[config.mk]
export PLATFORM = sky130hd
export DESIGN_NAME = seg7_reader
export DESIGN_NICKNAME = d
export VERILOG_FILES = /design/src/rtl/seg7_pkg.sv /design/src/rtl/seg7_stab.sv /design/src/rtl/seg7_reader.sv
export SDC_FILE = /design/constraint.sdc
export NUM_CORES = 1
export LEC_CHECK = 0
export CORE_MARGIN = 2
export CORE_UTILIZATION = 35
export DETAILED_ROUTE_END_ITERATION = 16
export DONT_BUFFER_PORTS = 1
export PLACE_DENSITY_LB_ADDON = 0.3
export SLEW_MARGIN = 20
export SYNTH_ARGS = -nofsm -noshare
export SYNTH_HDL_FRONTEND = slang
export SYNTH_SLANG_ARGS = --single-unit
[constraint.sdc]
create_clock -name clk -period 2.45 [get_ports clk]
set_input_delay 0 -clock clk [delete_from_list [all_inputs] [get_ports clk]]
set_output_delay 0 -clock clk [all_outputs]
set_load 0.005 [all_outputs]
[src/rtl/seg7_pkg.sv]
// seg7_pkg: shared types, segment lookup table and pattern-to-nibble decode
// for the 7-segment encoder/reader pair. Segment order is g..a (bit 6..0),
// active-low.
package seg7_pkg;

   typedef logic [6:0] seg_t;
   typedef logic [3:0] nib_t;

   // Active-low patterns for nibbles 0..F, bit 6 = g ... bit 0 = a.
   localparam seg_t SEG_LUT [16] = '{
      7'b1000000, 7'b1111001, 7'b0100100, 7'b0110000,
      7'b0011001, 7'b0010010, 7'b0000010, 7'b1111000,
      7'b0000000, 7'b0010000, 7'b0001000, 7'b0000011,
      7'b1000110, 7'b0100001, 7'b0000110, 7'b0001110
   };

   // All segments off.
   localparam seg_t SEG_BLANK = 7'b1111111;

   // Reverse lookup: returns the nibble whose pattern matches seg and sets ok.
   // An unknown pattern returns 0 with ok cleared.
   function automatic nib_t seg2nib(input seg_t seg, output logic ok);
      nib_t n;
      n  = 4'h0;
      ok = 1'b0;
      for (int k = 0; k < 16; k++) begin
         if (seg == SEG_LUT[k]) begin
            n  = nib_t'(k);
            ok = 1'b1;
         end else begin
            ok = ok;
         end
      end
      return n;
   endfunction

endpackage

[src/rtl/seg7_stab.sv]
// seg7_stab: samples a W-bit vector every clock and pulses cap on the edge
// where the vector has been seen unchanged for STABLE_CYC consecutive edges
// after its first appearance. q is the registered sample.
module seg7_stab #(
   parameter int W          = 11,
   parameter int STABLE_CYC = 4
) (
   input  logic         clk,
   input  logic         rst_n,
   input  logic [W-1:0] d,
   output logic         cap,
   output logic [W-1:0] q
);

   localparam int CW = $clog2(STABLE_CYC + 1);
   localparam logic [CW-1:0] CNT_SAT  = CW'(STABLE_CYC);
   localparam logic [CW-1:0] CNT_LAST = CW'(STABLE_CYC - 1);
   localparam logic [CW-1:0] CNT_ONE  = CW'(1);

   logic [W-1:0]  samp_r;
   logic [CW-1:0] cnt_r;
   logic          same_s;

   assign same_s = (d == samp_r);
   // Fires only on the transition into saturation, so a held pattern captures once.
   assign cap    = same_s && (cnt_r == CNT_LAST);
   assign q      = samp_r;

   // Sample register and saturating run counter.
   always_ff @(posedge clk or negedge rst_n) begin
      if (!rst_n) begin
         samp_r <= {W{1'b1}};
         cnt_r  <= {CW{1'b0}};
      end else begin
         samp_r <= d;
         if (!same_s) begin
            cnt_r <= {CW{1'b0}};
         end else if (cnt_r != CNT_SAT) begin
            cnt_r <= cnt_r + CNT_ONE;
         end else begin
            cnt_r <= cnt_r;
         end
      end
   end

endmodule

[src/rtl/seg7_reader.sv]
// seg7_reader: recovers hex nibbles from a scanned active-low 7-segment bus.
// Waits for {an,dis} to be stable, decodes the pattern and stores it per digit.
// Optional macro SEG7_RD_BLANK_EN: an all-off pattern is treated as a blank
// digit (invalidates the digit, no error) instead of an undecodable pattern.
module seg7_reader
   import seg7_pkg::*;
#(
   parameter int N_DIG      = 4,
   parameter int STABLE_CYC = 4
) (
   input  logic                          clk,
   input  logic                          rst_n,
   input  logic [6:0]                    dis,
   input  logic [N_DIG-1:0]              an,
   input  logic                          clr,
   output logic [4*N_DIG-1:0]            hex,
   output logic [N_DIG-1:0]              dig_vld,
   output logic                          upd,
   output logic [((N_DIG>1)?$clog2(N_DIG):1)-1:0] upd_idx,
   output logic                          err
);

   localparam int IW = (N_DIG > 1) ? $clog2(N_DIG) : 1;
   localparam int W  = N_DIG + 7;
   localparam logic [N_DIG-1:0] ONE_V = N_DIG'(1);

   logic [W-1:0]       in_s;
   logic [W-1:0]       samp_s;
   logic               cap_s;
   logic [N_DIG-1:0]   sel_s;
   seg_t               dis_s;
   nib_t               nib_s;
   logic               ok_s;
   logic               one_s;
   logic               blank_s;
   logic [IW-1:0]      idx_s;

   logic [4*N_DIG-1:0] hex_r, hex_n;
   logic [N_DIG-1:0]   vld_r, vld_n;
   logic               upd_r, upd_n;
   logic [IW-1:0]      idx_r, idx_n;
   logic               err_r, err_n;

   assign in_s = {an, dis};

   seg7_stab #(
      .W          (W),
      .STABLE_CYC (STABLE_CYC)
   ) u_stab (
      .clk   (clk),
      .rst_n (rst_n),
      .d     (in_s),
      .cap   (cap_s),
      .q     (samp_s)
   );

   // Decode works from the registered sample, which equals the inputs when cap fires.
   assign sel_s = ~samp_s[W-1:7];
   assign dis_s = samp_s[6:0];
   assign one_s = (sel_s != {N_DIG{1'b0}}) && ((sel_s & (sel_s - ONE_V)) == {N_DIG{1'b0}});

`ifdef SEG7_RD_BLANK_EN
   assign blank_s = (dis_s == SEG_BLANK);
`else
   assign blank_s = 1'b0;
`endif

   // Pattern-to-nibble lookup.
   always_comb begin
      ok_s  = 1'b0;
      nib_s = seg2nib(dis_s, ok_s);
   end

   // Position of the low select bit (meaningful only when one_s is set).
   always_comb begin
      idx_s = {IW{1'b0}};
      for (int i = 0; i < N_DIG; i++) begin
         if (sel_s[i]) begin
            idx_s = IW'(i);
         end else begin
            idx_s = idx_s;
         end
      end
   end

   // Next-state: clear first, then a capture overrides its own digit and error bit.
   always_comb begin
      hex_n = clr ? {4*N_DIG{1'b0}} : hex_r;
      vld_n = clr ? {N_DIG{1'b0}}   : vld_r;
      err_n = clr ? 1'b0            : err_r;
      upd_n = 1'b0;
      idx_n = idx_r;
      if (cap_s && one_s) begin
         upd_n = 1'b1;
         idx_n = idx_s;
         for (int i = 0; i < N_DIG; i++) begin
            if (sel_s[i]) begin
               if (ok_s) begin
                  hex_n[4*i +: 4] = nib_s;
                  vld_n[i]        = 1'b1;
               end else begin
                  hex_n[4*i +: 4] = hex_r[4*i +: 4];
                  vld_n[i]        = 1'b0;
               end
            end else begin
               vld_n[i] = vld_n[i];
            end
         end
         if (!ok_s && !blank_s) begin
            err_n = 1'b1;
         end else begin
            err_n = err_n;
         end
      end else begin
         upd_n = 1'b0;
      end
   end

   // Output registers.
   always_ff @(posedge clk or negedge rst_n) begin
      if (!rst_n) begin
         hex_r <= {4*N_DIG{1'b0}};
         vld_r <= {N_DIG{1'b0}};
         upd_r <= 1'b0;
         idx_r <= {IW{1'b0}};
         err_r <= 1'b0;
      end else begin
         hex_r <= hex_n;
         vld_r <= vld_n;
         upd_r <= upd_n;
         idx_r <= idx_n;
         err_r <= err_n;
      end
   end

   assign hex     = hex_r;
   assign dig_vld = vld_r;
   assign upd     = upd_r;
   assign upd_idx = idx_r;
   assign err     = err_r;

endmodule

* Word level (Yosys, flattened, before mapping)
Cells that the tools add are included.
** Operators by class
- Reductions and logical operators :: 6
- $add $sub $neg :: 2
- Mux-type cells :: 54
- Bitwise gates (word level) :: 2
- Equality and inequality tests :: 23
** Operators by type and width (count)
- 2-to-1 mux 4 bit :: 20
- 2-to-1 mux 16 bit :: 2
- == test 7 bit (second input constant) :: 4
- 2-to-1 mux 1 bit :: 27
- == test 7 x 5 -> 1 bit (second input constant) :: 3
- == test 7 x 6 -> 1 bit (second input constant) :: 3
- != test 3 bit (second input constant) :: 5
- == test 7 x 2 -> 1 bit (second input constant) :: 2
- == test 7 x 4 -> 1 bit (second input constant) :: 2
- == test 11 bit :: 1
- == test 7 x 3 -> 1 bit (second input constant) :: 1
- logical NOT 7 bit :: 1
- 2-to-1 mux 2 bit :: 3
- 2-to-1 mux 3 bit :: 2
- AND 4 bit :: 1
- logical NOT 4 bit :: 1
- NOT 4 bit :: 1
- nonzero test 4 bit :: 1
- subtractor 4 x 1 -> 4 bit (second input constant) :: 1
- adder 3 x 1 -> 3 bit (second input constant) :: 1
- == test 3 x 2 -> 1 bit (second input constant) :: 1
- logical AND 1 bit :: 3
- != test 2 bit (second input constant) :: 1
** Storage, ports and cells
- Bits of input ports :: 14
- Word-level logic and storage cells :: 97
- Register bits after elaboration :: 38

* Longest topological paths before layout
Gate-level depths: netlist of run 1.
- Word-level depth :: 20
- Depth in mapped cells :: 8
- Gate-level depth less buffers :: 7

* By module
Synthesis of run 1 repeated with hierarchy kept, for this count alone.
** Unflattened totals
- Cell total of the unflattened synthesis :: 186
- Area total of the unflattened synthesis :: 1984.4 sq um
** Modules (own cells, without submodules)
- seg7_reader :: cells an instance 142, area an instance 1382.6 sq um, times used 1
- seg7_stab :: cells an instance 44, area an instance 601.8 sq um, times used 1

* Least setup slack after synthesis of run 1
OpenSTA, ideal clock, no wires.
- Path kind :: register to register
- Start :: register u_stab.samp_r[9], in the netlist u_stab.q[9]
- End :: register idx_r[0], in the netlist upd_idx[0]
- Stages on the path, launching flop included :: 8
- Setup time :: 0.127 ns
- Period minus slack after synthesis :: 1.868 ns
- Slack :: 0.582 ns
- Arrival time :: 1.740 ns
- Cell sequence :: dfstp_2 buf_2 xnor2_1 nand4_4 nor3_1 nand3_1 inv_2 mux2_1
** Between the ends
- Longest elaborated chain between the ends :: 6
** Ends and longest elaborated chain
- from (decl) :: RTL line seg7_stab.sv:20 : logic [W-1:0] samp_r;
- from (signal assigned) :: RTL line seg7_stab.sv:32 : samp_r <= {W{1'b1}};
- NOT 4 bit :: RTL line seg7_reader.sv:58 : assign sel_s = ~samp_s[W-1:7];
- subtractor 4 x 1 -> 4 bit :: RTL line seg7_reader.sv:60 : assign one_s = (sel_s != {N_DIG{1'b0}}) && ((sel_s & (sel_s - ONE_V)) == {N_DIG{1'b0}});
- AND 4 bit :: RTL line seg7_reader.sv:60
- logical NOT 4 bit :: RTL line seg7_reader.sv:60
- logical AND 1 bit :: RTL line seg7_reader.sv:60
- logical AND 1 bit :: RTL line seg7_reader.sv:93 : if (cap_s && one_s) begin
- to (signal assigned) :: RTL line seg7_reader.sv:125 : idx_r <= {IW{1'b0}};
- to (signal assigned) :: RTL line seg7_reader.sv:131 : idx_r <= idx_n;
- to (decl) :: RTL line seg7_reader.sv:41 : logic [IW-1:0] idx_r, idx_n;
Parallel ways exist; a longest one is shown, timed or not.
A chain may end at the register's enable or synchronous reset.

* Worst setup path in the final report of run 1
- Start :: register u_stab.samp_r[1], in the netlist u_stab.q[1]
- End :: register hex_r[13], in the netlist hex[13]
** Between the ends
- Longest elaborated chain between the ends :: 18
** Ends and longest elaborated chain
- == test 7 bit / == test 7 x 6 -> 1 bit (equally long branches) :: RTL line seg7_pkg.sv:27 : if (seg == SEG_LUT[k]) begin
- 2-to-1 mux 1 bit / 2-to-1 mux 2 bit (equally long branches) :: RTL line seg7_pkg.sv:27
- 2-to-1 mux 1 bit / 2-to-1 mux 4 bit (equally long branches) (13 in a row) :: RTL line seg7_pkg.sv:27
- 2-to-1 mux 1 bit / 2-to-1 mux 4 bit (equally long branches) :: RTL line seg7_pkg.sv:27, seg7_reader.sv:98
- 2-to-1 mux 1 bit / 2-to-1 mux 4 bit (equally long branches) :: RTL line seg7_pkg.sv:27, seg7_reader.sv:97
- != test 3 bit (no line) / 2-to-1 mux 16 bit (equally long branches)
- to (signal assigned) :: RTL line seg7_reader.sv:122 : hex_r <= {4*N_DIG{1'b0}};
- to (signal assigned) :: RTL line seg7_reader.sv:128 : hex_r <= hex_n;
- to (decl) :: RTL line seg7_reader.sv:38 : logic [4*N_DIG-1:0] hex_r, hex_n;
Parallel ways exist; a longest one is shown, timed or not. The select of a mux whose other input is x is not followed.

==> flow_summary.ini, run 1 <==
[status]
run_status = completed

[power_and_ir_drop]
p_per_area_nw_per_um2 = 464.7
peakVddDrop_mv = 0.4224
power_mw = 1.243
leakagePower_nw = 1.065

[cts]
insertion_delay_ns = 0.28
cts_tree = done
cts_htree_levels = 2
clkTransAtPathRegs_ns = 0.07
holdBufCountCts = 14
postCtsSetupBuffers = 0
cts_buffer_depth = 2
numCtsBuffers = 5
cts_sinks = 38
cts_resized = 0
ctsRootBufferMaster = clkbuf_8

[route]
wl_um = 5293
viasPerCell = 5.606
drc = 0
detail-route-antenna-nets = 0
routedWlPerCell_um = 16.29
drt_pass1_iterations = 5
dr.first_iter.drc_count = 67
num_vias = 1822

[layout]
mostFrequentLayoutCells = 27 x dfrtp_1, 20 x nand3_1, 16 x nand2_1
fillers = 665
drive_gt1_share_pct = 22.45
final_cells = 325
nets = 261
synthToLayoutAreaGrowth_pct = 11.01
antenna_cells = 0
final_common_cell = dfrtp_1

[timing]
max_slew.worst_pin.slew_ns = 0.7043
layout_setup_ws_ns = 0.3468
drv_slew = 0
achievable-frequency_ghz = 0.4755
rsz0062_at_grt = no
holdWs_ns = 0.1756
post-route-period-util_pct = 85.85
hold_violations = 0
finalSetupTns_ns = 0
slew_headroom_pct = 52.89
fin_crit_ns = 2.103
setup_violations = 0
skew_ns = 0.005450

[floorplanning]
io_pins = 38
die_area_um2 = 7561
initial_utilization_pct = 35.85
die_h_um = 86.96
chipWidth_um = 86.96
rows = 30
core_area_um2 = 6719

[global_routing]
antenna_found_initial = 0
grt_max_degree = 39
grt_pass1_wl_um = 8411
use_met3_pct = 4.550
top_usage_layer = met2
grt.met2_usage_pct = 20.82
grt-ovfl-total = 0
grt_usage_pct = 14.25
grt_pass1_vias = 1637
grtUsageMet1_pct = 20.60

[critical_path]
path_buf_inv = 1
end_kind = flop
slowest_stage = dfstp_2
required_ns = 2.62
start_kind = flop
max_stage_delay_ns = 0.70
critical-path-top-delay-family = simple AND/OR/NAND/NOR gates
path_cells = xnor2_1 > nand4_4 > nor4_2 > buf_4 > or3b_1 > nand3_1
path_class = reg2reg
arrival_ns = 2.27
critPathMaxFanout = 17

[synthesis]
syn_inst = 236
syn_area_per_cell_um2 = 10.21
syn_nets = 253
synth-seq-cells = 38
yosysSeqAreaShare_pct = 40.05
netlist_area_um2 = 2409
synthArstFlopShare_pct = 100.0
ys.flop_type = dfrtp_1
ys_warn_count = 0
yosys.area.top_type = dfrtp_1
synth_area_leaders = dfrtp_1 28%, dfstp_2 12%, xnor2_1 4.7%
synth_cell_type_count = 56
synth-edff-count = 0
synth_top_cell_area_share_pct = 28.05

[place]
io_buffers = 0
dp_slack_ns = 0.3322
place.gp.congestion = 0.8295
numPlacedInstances = 303
dp.final_hpwl_um = 3791

[worst_hold_path]
hold_path_class = in2async

[run]
drv_cap = 0
-- worst reg2reg max path, cell delays in order (launching register included) --
cell     delay, ns
dfstp_2       0.70
xnor2_1       0.21
nand4_4       0.25
nor4_2        0.45
buf_4         0.22
or3b_1        0.10
nand3_1       0.06
-- flip-flops by register name, indices dropped and copies added, names as in the netlist --
| register | cells |
|---|---|
| hex | 16 |
| upd | 1 |
| err | 1 |
| u_stab.q | 11 |
| upd_idx | 2 |
| dig_vld | 4 |
| u_stab.cnt_r | 3 |
-- cells by family after synthesis --
kind of cell / share of synthesized area, %
buffers and inverters: 5.818
AO/OA/AOI/OAI: 9.455
adder cells (fa/ha/maj): 1.559
multiplexers: 3.013
AND/OR/NAND/NOR: 33.98
XOR/XNOR: 6.130
flip-flops: 40.05
-- area by class of cell --
type	instances	area, um^2	share of cell area [%]
timing repair buffer	20	195.2	7.300
clock buffer	7	86.33	3.229
multi-input combinational	174	1304	48.76
sequential	38	964.7	36.08
clock inverter	1	5.005	0.1872
inverter	5	18.77	0.7019
tap	80	100.1	3.744
-- metrics by stage --
step	area (um^2)	utilization (%)
floorplan	2409	-
global placement	2432	36.20
detailed placement	2432	36.20
CTS	2674	39.80
global route	2674	39.80
finish	2674	39.80
-- power by group --
part,internal (mW),switching (mW)
logic,0.0581,0.0719
registers,0.645,0.0312
clock network,0.227,0.209
-- per-layer routing --
metal  vias up  share of wire (%)
li1        880                  -
met1       885                 49
met2        53                 44
met3         4                6.9
met4         0               0.59
met5         -                  0
-- Yosys cell counts (all sizes together), types with 2 or more instances --
cell     instances
nor2             3
o21ai           14
or3b            13
and3b            2
nand3           21
nor3b            5
buf             17
a21oi            3
or3              2
xnor2           14
mux2             2
nand2b           2
or2              2
ha               3
nand4           17
xor2             2
inv              5
clkbuf           2
a21o             5
nor3             5
nor4bb           2
dfstp           11
nor2b            8
dfrtp           27
nor4            11
mux2i            5
nand2           18
o2bb2ai          2
-- worst paths after layout --
check	from	to	slack (ns)	cells after the start
worst max-delay path	u_stab.q[1]	hex[13]	0.35	6
worst min-delay path	rst_n	hex[2]	0.18	2
worst max register to register	u_stab.q[1]	hex[13]	0.35	6
worst min register to register	upd_idx[0]	upd_idx[0]	0.53	1
max in group asynchronous	rst_n	u_stab.q[1]	2.01	2
min in group clk	dis[4]	hex[3]	0.18	5
No activity file was read; power rests on OpenSTA's default activity.
==> inputs of run 2 (changes only) <==
--- a/config.mk
+++ b/config.mk
@@ -6,7 +6,7 @@
 export NUM_CORES = 1
 export LEC_CHECK = 0
 export CORE_MARGIN = 2
-export CORE_UTILIZATION = 35
+export CORE_UTILIZATION = 54
 export DETAILED_ROUTE_END_ITERATION = 16
 export DONT_BUFFER_PORTS = 1
 export PLACE_DENSITY_LB_ADDON = 0.3
@@ -14,3 +14,4 @@
 export SYNTH_ARGS = -nofsm -noshare
 export SYNTH_HDL_FRONTEND = slang
 export SYNTH_SLANG_ARGS = --single-unit
+export TNS_END_PERCENT = 1
==> run 2 against run 1 <==
Sequential power hardly changed. Power is 17% higher. Via count is 3.0% lower. Utilization is 23 points higher. Critical path depth stayed put. Die area is 34% lower. Largest power group unchanged. Maximum frequency is 0.51% higher. Wire length is 9.4% lower. First-iteration DRC count is 36% higher. Combinational power hardly changed. Non-clock buffer count is 1 higher.
==> flow_summary.ini, run 2 (synthesis results as in run 1) <==
[route]
detail-route-antenna-nets = 0
met2_wirelength_um = 2251
m1WireLength_um = 2140
viasPerCell = 5.930
drc = 0
highest_layer = met4
dr.first_iter.drc_count = 91
wl_um = 4794
num_vias = 1767
drt_pass1_iterations = 4
wl_met3_um = 366
routedWlPerCell_um = 16.09

[critical_path]
required_ns = 2.63
rrSetupSlack_ns = 0.36
path_cells = xnor2_1 > nand4_4 > nor3_1 > nand3_1 > inv_2 > mux2_1
slowest_stage = dfstp_2
r2r_end = upd_idx[1]
reg2reg_from = u_stab.q[1]
startpoint = u_stab.q[1]
crit_end = upd_idx[1]
start_kind = flop
reg2reg_depth = 6
end_kind = flop
arrival_ns = 2.27
critPathMaxFanout = 17
path_class = reg2reg
max_stage_delay_ns = 0.70

[place]
dp.final_hpwl_um = 3403
io_buffers = 0
numPlacedInstances = 276
place.gp.congestion = 0.8424
place_area_um2 = 2405

[timing]
fin_crit_ns = 2.093
setup_violations = 0
finalSetupTns_ns = 0
max_slew.worst_pin.slew_ns = 0.6599
slew_headroom_pct = 55.86
drv_slew = 0
holdWs_ns = 0.1672
achievable-frequency_ghz = 0.4779
skew_ns = 0.006785
rsz0062_at_grt = no
hold_violations = 0
post-route-period-util_pct = 85.41

[floorplanning]
rows = 24
die_h_um = 70.79
chipWidth_um = 70.79
die_area_um2 = 5011
initial_utilization_pct = 55.70
core_area_um2 = 4324
io_pins = 38

[layout]
nets = 262
final_cells = 298
final_area_um2 = 2698
multi_input_area_um2 = 1304
drive_gt1_share_pct = 23.17
final_common_cell = dfrtp_1
synthToLayoutAreaGrowth_pct = 12.00
antenna_cells = 0
fillers = 373
mostFrequentLayoutCells = 27 x dfrtp_1, 20 x nand3_1, 16 x nand2_1
largest_reg_flops = 16
regArea_um2 = 964.7

[power_and_ir_drop]
p_per_area_nw_per_um2 = 540.6
leakagePower_nw = 1.092
peakVddDrop_mv = 0.3946
power_mw = 1.458

[cts]
cts_tree = done
numCtsBuffers = 5
cts_buffer_depth = 2
ctsRootBufferMaster = clkbuf_8
insertion_delay_ns = 0.29
clkTransAtPathRegs_ns = 0.08
cts_htree_levels = 2
cts_resized = 0
cts_sinks = 38

[global_routing]
grt_pass1_wl_um = 8583
grt-ovfl-total = 0
antenna_found_initial = 0
grt_usage_pct = 21.15
grt_max_degree = 39
grt_pass1_vias = 1809

[worst_hold_path]
hold_path_class = in2async

[status]
run_status = completed

[run]
drv_cap = 0
run 2: critical path: cells and delay by family, from the launching register on:
kind	cells	cell delay, ns
flip-flops	1	0.70
buffers and inverters	1	0.11
XOR/XNOR	1	0.21
multiplexers	1	0.31
AND/OR/NAND/NOR	3	0.65
run 2: final cells by class:
cell class	instances	area share (%)
Clock inverter	2	2.226
Tap cell	52	2.412
Sequential cell	38	35.76
Inverter	5	0.6957
Multi-Input combinational cell	174	48.33
Clock buffer	6	3.061
Timing Repair Buffer	21	7.514
run 2: repair_timing:
item	in CTS	in global routing
setup buffers	0	0
hold buffers	14	0
hold endpoints to repair	70	0
setup endpoints to repair	0	0
run 2: metrics by stage:
stage | worst slack [ns] | util [%]
after floorplan | 0.5824 | -
after global placement | 0.3606 | 55.61
after detailed placement | 0.3726 | 55.61
after CTS | 0.3648 | 62.38
after global routing | 0.2034 | 62.38
final | 0.3574 | 62.38
run 2: worst min-delay path by stage:
stage | to | slack [ns] | cells after the start
2_1_floorplan | dig_vld[0] | -0.30 | 0
3_3_place_gp | hex[2] | -0.29 | 0
3_5_place_dp | hex[2] | -0.29 | 0
4_1_cts | hex[6] | 0.17 | 2
5_1_grt | hex[6] | 0.20 | 2
6_report | hex[6] | 0.17 | 2
run 2: routing by layer:
layer  GRT usage, %  vias up
met5              0        -
li1               -      879
met4          3.983        0
met1          27.93      834
met2          34.48       48
met3          6.980        6
run 2: where the power goes:
| part | internal (mW) | switching, mW | leakage (nW) |
|---|---|---|---|
| Sequential | 0.645 | 0.0314 | 0.493 |
| Clock | 0.434 | 0.220 | 0.0714 |
| Combinational | 0.0587 | 0.0692 | 0.528 |
